`src/rtl/imm_ext_if.sv`:
```
// Handshake bundle for the immediate-extension pipe: upstream request side
// (in_*) and downstream result side (out_*).
interface imm_ext_if #(
  parameter int IN_W  = 16,
  parameter int OUT_W = 32,
  parameter int TAG_W = 5
);
  logic             in_valid;
  logic             in_ready;
  logic [IN_W-1:0]  in_imm;
  logic [1:0]       in_mode;
  logic [TAG_W-1:0] in_tag;
  logic             out_valid;
  logic             out_ready;
  logic [OUT_W-1:0] out_data;
  logic [TAG_W-1:0] out_tag;

  // The block itself: consumes requests, produces results.
  modport slave (
    input  in_valid, in_imm, in_mode, in_tag, out_ready,
    output in_ready, out_valid, out_data, out_tag
  );

  // The environment around the block: decode upstream and ALU mux downstream.
  modport master (
    output in_valid, in_imm, in_mode, in_tag, out_ready,
    input  in_ready, out_valid, out_data, out_tag
  );
endinterface

```
`src/rtl/imm_ext_pipe.sv`:
```
// Pipelined MIPS32 immediate extender (sign / zero / LUI / branch-offset)
// with an output register plus one skid entry behind a valid/ready handshake.
module imm_ext_pipe #(
  parameter int IN_W  = 16,
  parameter int OUT_W = 32,
  parameter int TAG_W = 5
) (
  input  logic       clk,
  input  logic       rst,
  imm_ext_if.slave   bus
);

  localparam logic [1:0] MODE_SIGN = 2'b00;
  localparam logic [1:0] MODE_ZERO = 2'b01;
  localparam logic [1:0] MODE_LUI  = 2'b10;
  localparam logic [1:0] MODE_BR   = 2'b11;

  localparam logic [1:0] EMPTY = 2'd0;
  localparam logic [1:0] ONE   = 2'd1;
  localparam logic [1:0] TWO   = 2'd2;

  logic [1:0]       state,    state_nxt;
  logic [OUT_W-1:0] or_data,  or_data_nxt;
  logic [TAG_W-1:0] or_tag,   or_tag_nxt;
  logic [OUT_W-1:0] sk_data,  sk_data_nxt;
  logic [TAG_W-1:0] sk_tag,   sk_tag_nxt;
  logic             ready_q;
  logic [OUT_W-1:0] ext;
  logic             accept;
  logic             deliver;

  assign bus.in_ready  = ready_q;
  assign bus.out_valid = (state != EMPTY);
  assign bus.out_data  = or_data;
  assign bus.out_tag   = or_tag;

  assign accept  = bus.in_valid & ready_q;
  assign deliver = bus.out_valid & bus.out_ready;

  // NOTE: every always_comb output gets a default first so no path infers a latch.
  always_comb begin
    ext = '0;
    unique case (bus.in_mode)
      MODE_SIGN: ext = {{(OUT_W-IN_W){bus.in_imm[IN_W-1]}}, bus.in_imm};
      MODE_ZERO: ext = {{(OUT_W-IN_W){1'b0}}, bus.in_imm};
      MODE_LUI:  ext = {bus.in_imm, {(OUT_W-IN_W){1'b0}}};
      MODE_BR:   ext = {{(OUT_W-IN_W-2){bus.in_imm[IN_W-1]}}, bus.in_imm, 2'b00};
      default:   ext = '0;
    endcase
  end

  always_comb begin
    state_nxt   = state;
    or_data_nxt = or_data;
    or_tag_nxt  = or_tag;
    sk_data_nxt = sk_data;
    sk_tag_nxt  = sk_tag;
    unique case (state)
      EMPTY: begin
        if (accept) begin
          state_nxt   = ONE;
          or_data_nxt = ext;
          or_tag_nxt  = bus.in_tag;
        end
      end
      ONE: begin
        if (accept && deliver) begin
          or_data_nxt = ext;
          or_tag_nxt  = bus.in_tag;
        end else if (accept) begin
          // Output is stalled: park the newcomer behind it.
          state_nxt   = TWO;
          sk_data_nxt = ext;
          sk_tag_nxt  = bus.in_tag;
        end else if (deliver) begin
          state_nxt   = EMPTY;
        end
      end
      TWO: begin
        if (deliver) begin
          state_nxt   = ONE;
          or_data_nxt = sk_data;
          or_tag_nxt  = sk_tag;
        end
      end
      default: state_nxt = EMPTY;
    endcase
  end

  // NOTE: sequential state uses non-blocking assignments so every register
  // samples pre-edge values regardless of statement order.
  // NOTE: the data/tag registers are reset too, since the output bus and the
  // skid entry must read zero after reset rather than stale contents.
  always_ff @(posedge clk) begin
    if (rst) begin
      state   <= EMPTY;
      or_data <= '0;
      or_tag  <= '0;
      sk_data <= '0;
      sk_tag  <= '0;
      ready_q <= 1'b0;
    end else begin
      state   <= state_nxt;
      or_data <= or_data_nxt;
      or_tag  <= or_tag_nxt;
      sk_data <= sk_data_nxt;
      sk_tag  <= sk_tag_nxt;
      // Registered ready: open whenever the skid entry will be free next cycle.
      ready_q <= (state_nxt != TWO);
    end
  end

endmodule
```
`src/flat_wrapper.sv`:
```
// flat-port wrapper written by rule: the top's interface ports become plain ports
module imm_ext_pipe_flat 
#(
  parameter int IN_W  = 16,
  parameter int OUT_W = 32,
  parameter int TAG_W = 5
)
  (clk, rst, bus_in_valid, bus_in_imm, bus_in_mode, bus_in_tag, bus_out_ready, bus_in_ready, bus_out_valid, bus_out_data, bus_out_tag);
  imm_ext_if #(.IN_W(IN_W), .OUT_W(OUT_W), .TAG_W(TAG_W)) bus_i ();
  input  logic clk;
  input  logic rst;
  input wire logic [$bits(bus_i.in_valid)-1:0] bus_in_valid;
  input wire logic [$bits(bus_i.in_imm)-1:0] bus_in_imm;
  input wire logic [$bits(bus_i.in_mode)-1:0] bus_in_mode;
  input wire logic [$bits(bus_i.in_tag)-1:0] bus_in_tag;
  input wire logic [$bits(bus_i.out_ready)-1:0] bus_out_ready;
  output wire logic [$bits(bus_i.in_ready)-1:0] bus_in_ready;
  output wire logic [$bits(bus_i.out_valid)-1:0] bus_out_valid;
  output wire logic [$bits(bus_i.out_data)-1:0] bus_out_data;
  output wire logic [$bits(bus_i.out_tag)-1:0] bus_out_tag;
  assign bus_i.in_valid = bus_in_valid;
  assign bus_i.in_imm = bus_in_imm;
  assign bus_i.in_mode = bus_in_mode;
  assign bus_i.in_tag = bus_in_tag;
  assign bus_i.out_ready = bus_out_ready;
  assign bus_in_ready = bus_i.in_ready;
  assign bus_out_valid = bus_i.out_valid;
  assign bus_out_data = bus_i.out_data;
  assign bus_out_tag = bus_i.out_tag;
  imm_ext_pipe #(.IN_W(IN_W), .OUT_W(OUT_W), .TAG_W(TAG_W)) u_core (.clk(clk), .rst(rst), .bus(bus_i));
endmodule
```
`config.mk`:
```
export PLATFORM = sky130hd
export DESIGN_NAME = imm_ext_pipe_flat
export DESIGN_NICKNAME = d
export VERILOG_FILES = /design/src/rtl/imm_ext_if.sv /design/src/rtl/imm_ext_pipe.sv /design/src/flat_wrapper.sv
export SDC_FILE = /design/constraint.sdc
export NUM_CORES = 1
export LEC_CHECK = 0
export ABC_AREA = 1
export ABC_CLOCK_PERIOD_IN_PS = 1500
export BUFFER_PORTS_ARGS = -buffer_cell sky130_fd_sc_hd__buf_4
export CELL_PAD_IN_SITES_DETAIL_PLACEMENT = 0
export CELL_PAD_IN_SITES_GLOBAL_PLACEMENT = 1
export CORE_ASPECT_RATIO = 1.1
export CORE_MARGIN = 2
export CORE_UTILIZATION = 39
export CTS_CLUSTER_SIZE = 10
export DETAILED_ROUTE_END_ITERATION = 6
export PLACE_DENSITY_LB_ADDON = 0.12
export RECOVER_POWER = 25
export SETUP_SLACK_MARGIN = 0.5
export SYNTH_ARGS = -nofsm -noshare
export SYNTH_HDL_FRONTEND = slang
export SYNTH_SLANG_ARGS = --single-unit
```
`constraint.sdc`:
```
create_clock -name clk -period 1.5 [get_ports clk]
set_clock_uncertainty 0.05 [all_clocks]
set_input_delay 0.375 -clock clk [delete_from_list [all_inputs] [get_ports clk]]
set_output_delay 0.375 -clock clk [all_outputs]
set_load 0.02 [all_outputs]
```
======== Yosys cells after proc, flatten, opt, wreduce, memory -nomap -nowiden ========
Index checks and enable logic that the tools add are counted.
word-level totals
  bits in registers ....................... 77
  latch bits .............................. 0
  memory bits (writable) .................. 0
  memory bits (read-only) ................. 0
  memories kept ........................... 0
cells by class
  add/sub/neg operators ................... 0
  multipliers ............................. 0
  divide/modulo/power cells ............... 0
  magnitude comparators ................... 0
  eq/ne operators ......................... 9
  shift operators ......................... 0
  muxes and demuxes ....................... 15
  bitwise logic cells ..................... 3
  reductions and logical operators ........ 7
operator list
  kind                                                                     count
  32-bit case mux with 4 select lines                                      1
  32-bit two-way mux                                                       3
  32-bit case mux with 3 select lines                                      1
  5-bit two-way mux                                                        3
  5-bit case mux with 3 select lines                                       1
  2-bit two-way mux                                                        5
  2-bit equality test, second input constant                               3
  2-bit by 1-bit inequality test with 1-bit output, second input constant  3
  2-bit case mux with 3 select lines                                       1
  2-bit by 1-bit equality test with 1-bit output, second input constant    2
  2-bit zero test                                                          2
  4-bit AND reduction                                                      1
  3-bit AND reduction                                                      1
  3-bit nonzero test                                                       1
  1-bit AND                                                                2
  2-bit inequality test, second input constant                             1
  2-bit nonzero test                                                       1
  1-bit logical AND                                                        1
  1-bit NOT                                                                1

======== Logic depth before layout (Yosys ltp) ========
  depth after elaboration ................. 7
  mapped depth ............................ 9
  depth with buffers taken out ............ 7

======== Worst setup path after synthesis ========
No wires, ideal clock.
  kind .................................... reg2reg
  start ................................... reg u_core.ready_q (netlist: u_core.bus.in_ready)
  end ..................................... reg u_core.sk_data[10]
  setup time .............................. 116 ps
  data arrival time ....................... 1142 ps
  data required time ...................... 1334 ps
  setup slack ............................. 192 ps
  cell stages (with the launch flop) ...... 7
  cells stage by stage .................... dfxtp_1 > nand2_1 > nor2_1 > nand2_2 > clkbuf_1 > o21ai_0 > nor2_1
between the ends
  word-level cells in the longest chain between the ends .. 4
ends and longest elaborated chain
  what                               line                 source
  from (decl)                        imm_ext_pipe.sv:27   logic ready_q;
  from (signal assigned)             imm_ext_pipe.sv:109  ready_q <= (state_nxt != TWO);
  1-bit AND (*)                      imm_ext_pipe.sv:37   assign accept = bus.in_valid & ready_q;
  1-bit logical AND                  imm_ext_pipe.sv:67   if (accept && deliver) begin
  1-bit NOT (no line)                -
  3-bit AND reduction (no line) (*)  -
  to (signal assigned)               imm_ext_pipe.sv:106  sk_data <= sk_data_nxt;
  to (decl)                          imm_ext_pipe.sv:25   logic [OUT_W-1:0] sk_data, sk_data_nxt;
Mark *: on every way between the ends. The rest lies on a longest branch, timed or not.
A chain may end at the register's enable or synchronous reset.

======== Worst setup path after layout ========
  start ................................... reg u_core.state[0]
  end ..................................... out bus_out_valid
between the ends
  word-level cells in the longest chain between the ends .. 1
ends and longest elaborated chain
  what                    line                 source
  from (decl)             imm_ext_pipe.sv:22   logic [1:0] state, state_nxt;
  from (signal assigned)  imm_ext_pipe.sv:103  state <= state_nxt;
  2-bit nonzero test      imm_ext_pipe.sv:33   assign bus.out_valid = (state != EMPTY);
  to (decl)               flat_wrapper.sv:18   output wire logic [$bits(bus_i.out_valid)-1:0] bus_out_valid;
Every way passes these cells.

==> summary.txt <==
Tot Pwr - 5130 uW
Crit Path Class - register to output port
Initial antenna violation count - 0
H-Tree Depth - 3
CP max-delay cell - dfxtp_2
DR WL/cell - 16.5 um
Grt peak-use layer - met2
CTS sink cnt - 77
Syn. warnings - 0
First-pass GRT wire length - 19100 um
N_diodes - 0
Overall die height - 106 um
Critical Path End - bus_out_valid
Final Cell Area - 5960 um2
Fillcell total - 827
RSZ-0062 raised after global routing - yes
Crit path launch type - register
GRT met2 Usage - 38.3%
Share of cells above drive strength 1 - 37.7%
Critical path peak fanout - 3
Leading cell type in the layout, fill and taps excluded - nand2_1
Ports - 66
I/O Buffers - 65
Met1 global-route usage - 31.0%
Leak - 0.00277 uW
Worst-margin pin slew - 0.442 ns
Setup Viol. Count Final - 0
Leading cell types in the layout, fill and taps excluded - 142 x nand2_1, 64 x dfxtp_1, 55 x nor2_1
CP Capture Type - output port
Post-layout util - 64.0%
Hold Buf Count CTS - 0
Reg-to-Reg End - u_core.bus.out_tag[0]
# rows - 37
Root buf cell - clkbuf_8
DRC violations left - 0
Area after DPL - 4480 um2
First drt pass iteration count - 5
Register area share after synthesis - 41.6%
Worst-Skew Late Latency - 0.36 ns
Die area - 10300 um2
Starting Density - 39.8%
Post-synth top area cell - dfxtp_1
Tmin final - 1.45 ns
Core box area - 9310 um2
Total Negative Setup Slacks - 0 ns
Max Slew Vio Count - 0
DP HPWL - 7420 um
DIE WIDTH - 96.9 um
Storage cell area - 1560 um2
Max-cap viol count - 0
Cts bufs inserted - 9
1st-iter DRT viols - 258
CP startpoint - u_core.state[0]
Number of global-route vias before repair - 3710
FMAX - 692 MHz
Syn Inst Count - 576
WP data arrival - 1.02 ns
Ranking of synthesized cells by area - dfxtp_1 42%, nand2_1 17%, nand3_1 8.7%
CTS Buffer Depth - 2
Routability congestion estimate - 0.832
Fin. Hold Viols - 0
Vias per cell - 5.20
GR Util met3 - 4.60%
Hold/Removal Path Class - input port to register
Synth-to-layout area growth - 61.0%
Mean post-synth cell area - 6.43 um2
Area share of the largest cell type after synthesis - 41.6%
Yosys reg bits - 77
Net Count, Synth - 603
GRT Residual Overflow - 0
CP max stage delay - 0.34 ns
Final #Nets - 693
Vias - 4097
Final hold slack - 0.234 ns
Footprint of the multi-input gates - 2260 um2
Worst reg2reg startpoint - u_core.state[1]
CP cell instances - inv_4, nand2_4, buf_6
Largest net degree at the start of global routing - 31
Yosys cell types - 16
Post-route ant nets - 0
Synth Cell Area - 3700 um2
Gr usage total - 23.8%
Required @ worst endpoint - 1.07 ns
Maximum vdd drop - 0.507 mV
FF-to-FF path depth - 8
Clock slew at reported path FFs - 0.09 ns
Slew HR - 70.3%
Post-route clock period utilization - 96.4%
Drt total wl - 13000 um
Worst reg-to-reg setup slack - 0.10 ns
CTS tree - built
Power Density - 861 nW/um2
Status - complete, no violations
## metal layers
| metal | vias up | wire length (um) | part of all wire, % |
|---|---|---|---|
| met1 | 1917 | 5580 | 43 |
| met5 | - | 0 | 0 |
| met4 | 0 | 376 | 2.9 |
| met3 | 26 | 791 | 6.1 |
| li1 | 2012 | - | - |
| met2 | 142 | 6240 | 48 |
## per-stage QoR
stage	worst slack (ns)	instances
CTS	0.0625	779
floorplan	0.304	576
global placement	0.0464	741
detailed placement	0.0195	741
global route	0.0235	788
finish	0.0546	788
## flip-flops by register name (all words and copies together) (netlist names)
name	flops
u_core.bus.out_tag	5
u_core.state	2
u_core.sk_data	32
u_core.bus.out_data	32
u_core.bus.in_ready	1
u_core.sk_tag	5
## how the worst min path moves through the flow
stage,start,end,cells after the start
finish,bus_in_tag[4],u_core.sk_tag[4],3
global route,bus_in_tag[4],u_core.sk_tag[4],3
CTS,bus_in_tag[3],u_core.sk_tag[3],3
detailed placement,u_core.sk_tag[2],u_core.sk_tag[2],2
global placement,u_core.sk_tag[0],u_core.sk_tag[0],2
floorplan,u_core.sk_data[0],u_core.sk_data[0],2
## cell type report
cell class              count  area share, %
clock buffers              11           2.37
inverters                  47           3.19
flip-flops and latches     77           26.2
repair buffers            120           26.5
multi-input cells         411           38.0
well taps                 117           2.46
clock inverters             5           1.26
## timing repair
| item | CTS | global route |
|---|---|---|
| gates cloned | 10 | 4 |
| setup endpoints to repair | 116 | 116 |
| buffers inserted | 12 | 5 |
| gates resized for setup | 150 | 98 |
| pin swaps | 24 | 31 |
## cells by family (layout without fill, tap and decap cells)
kind of cell    after synthesis  count (layout)  synth area share (%)
buf+inv                      88             183                  10.8
compound gates              100             100                  13.6
flops                        77              77                  41.6
simple gates                311             311                  34.0
## where the power goes
group | switching, uW | internal (uW)
clock | 811 | 976
combinational | 601 | 533
sequential | 69.6 | 2140
## Yosys cell counts
cell type / n
clkbuf_1: 17
buf_2: 13
nor2_1: 73
o21ai_1: 4
inv_2: 2
o21ai_0: 35
nand2_2: 3
nor3b_1: 1
buf_4: 8
nand3_1: 64
a21oi_1: 60
a31oi_1: 1
inv_1: 45
buf_6: 3
nand2_1: 170
dfxtp_1: 77
## worst max-delay path: cells and delay by family, from the launching register on
family                 cells  cell delay (ns)
buffers and inverters      2             0.23
DFF                        1             0.34
and+or+nand+nor            1             0.08
(Power assumes the default switching activity.)
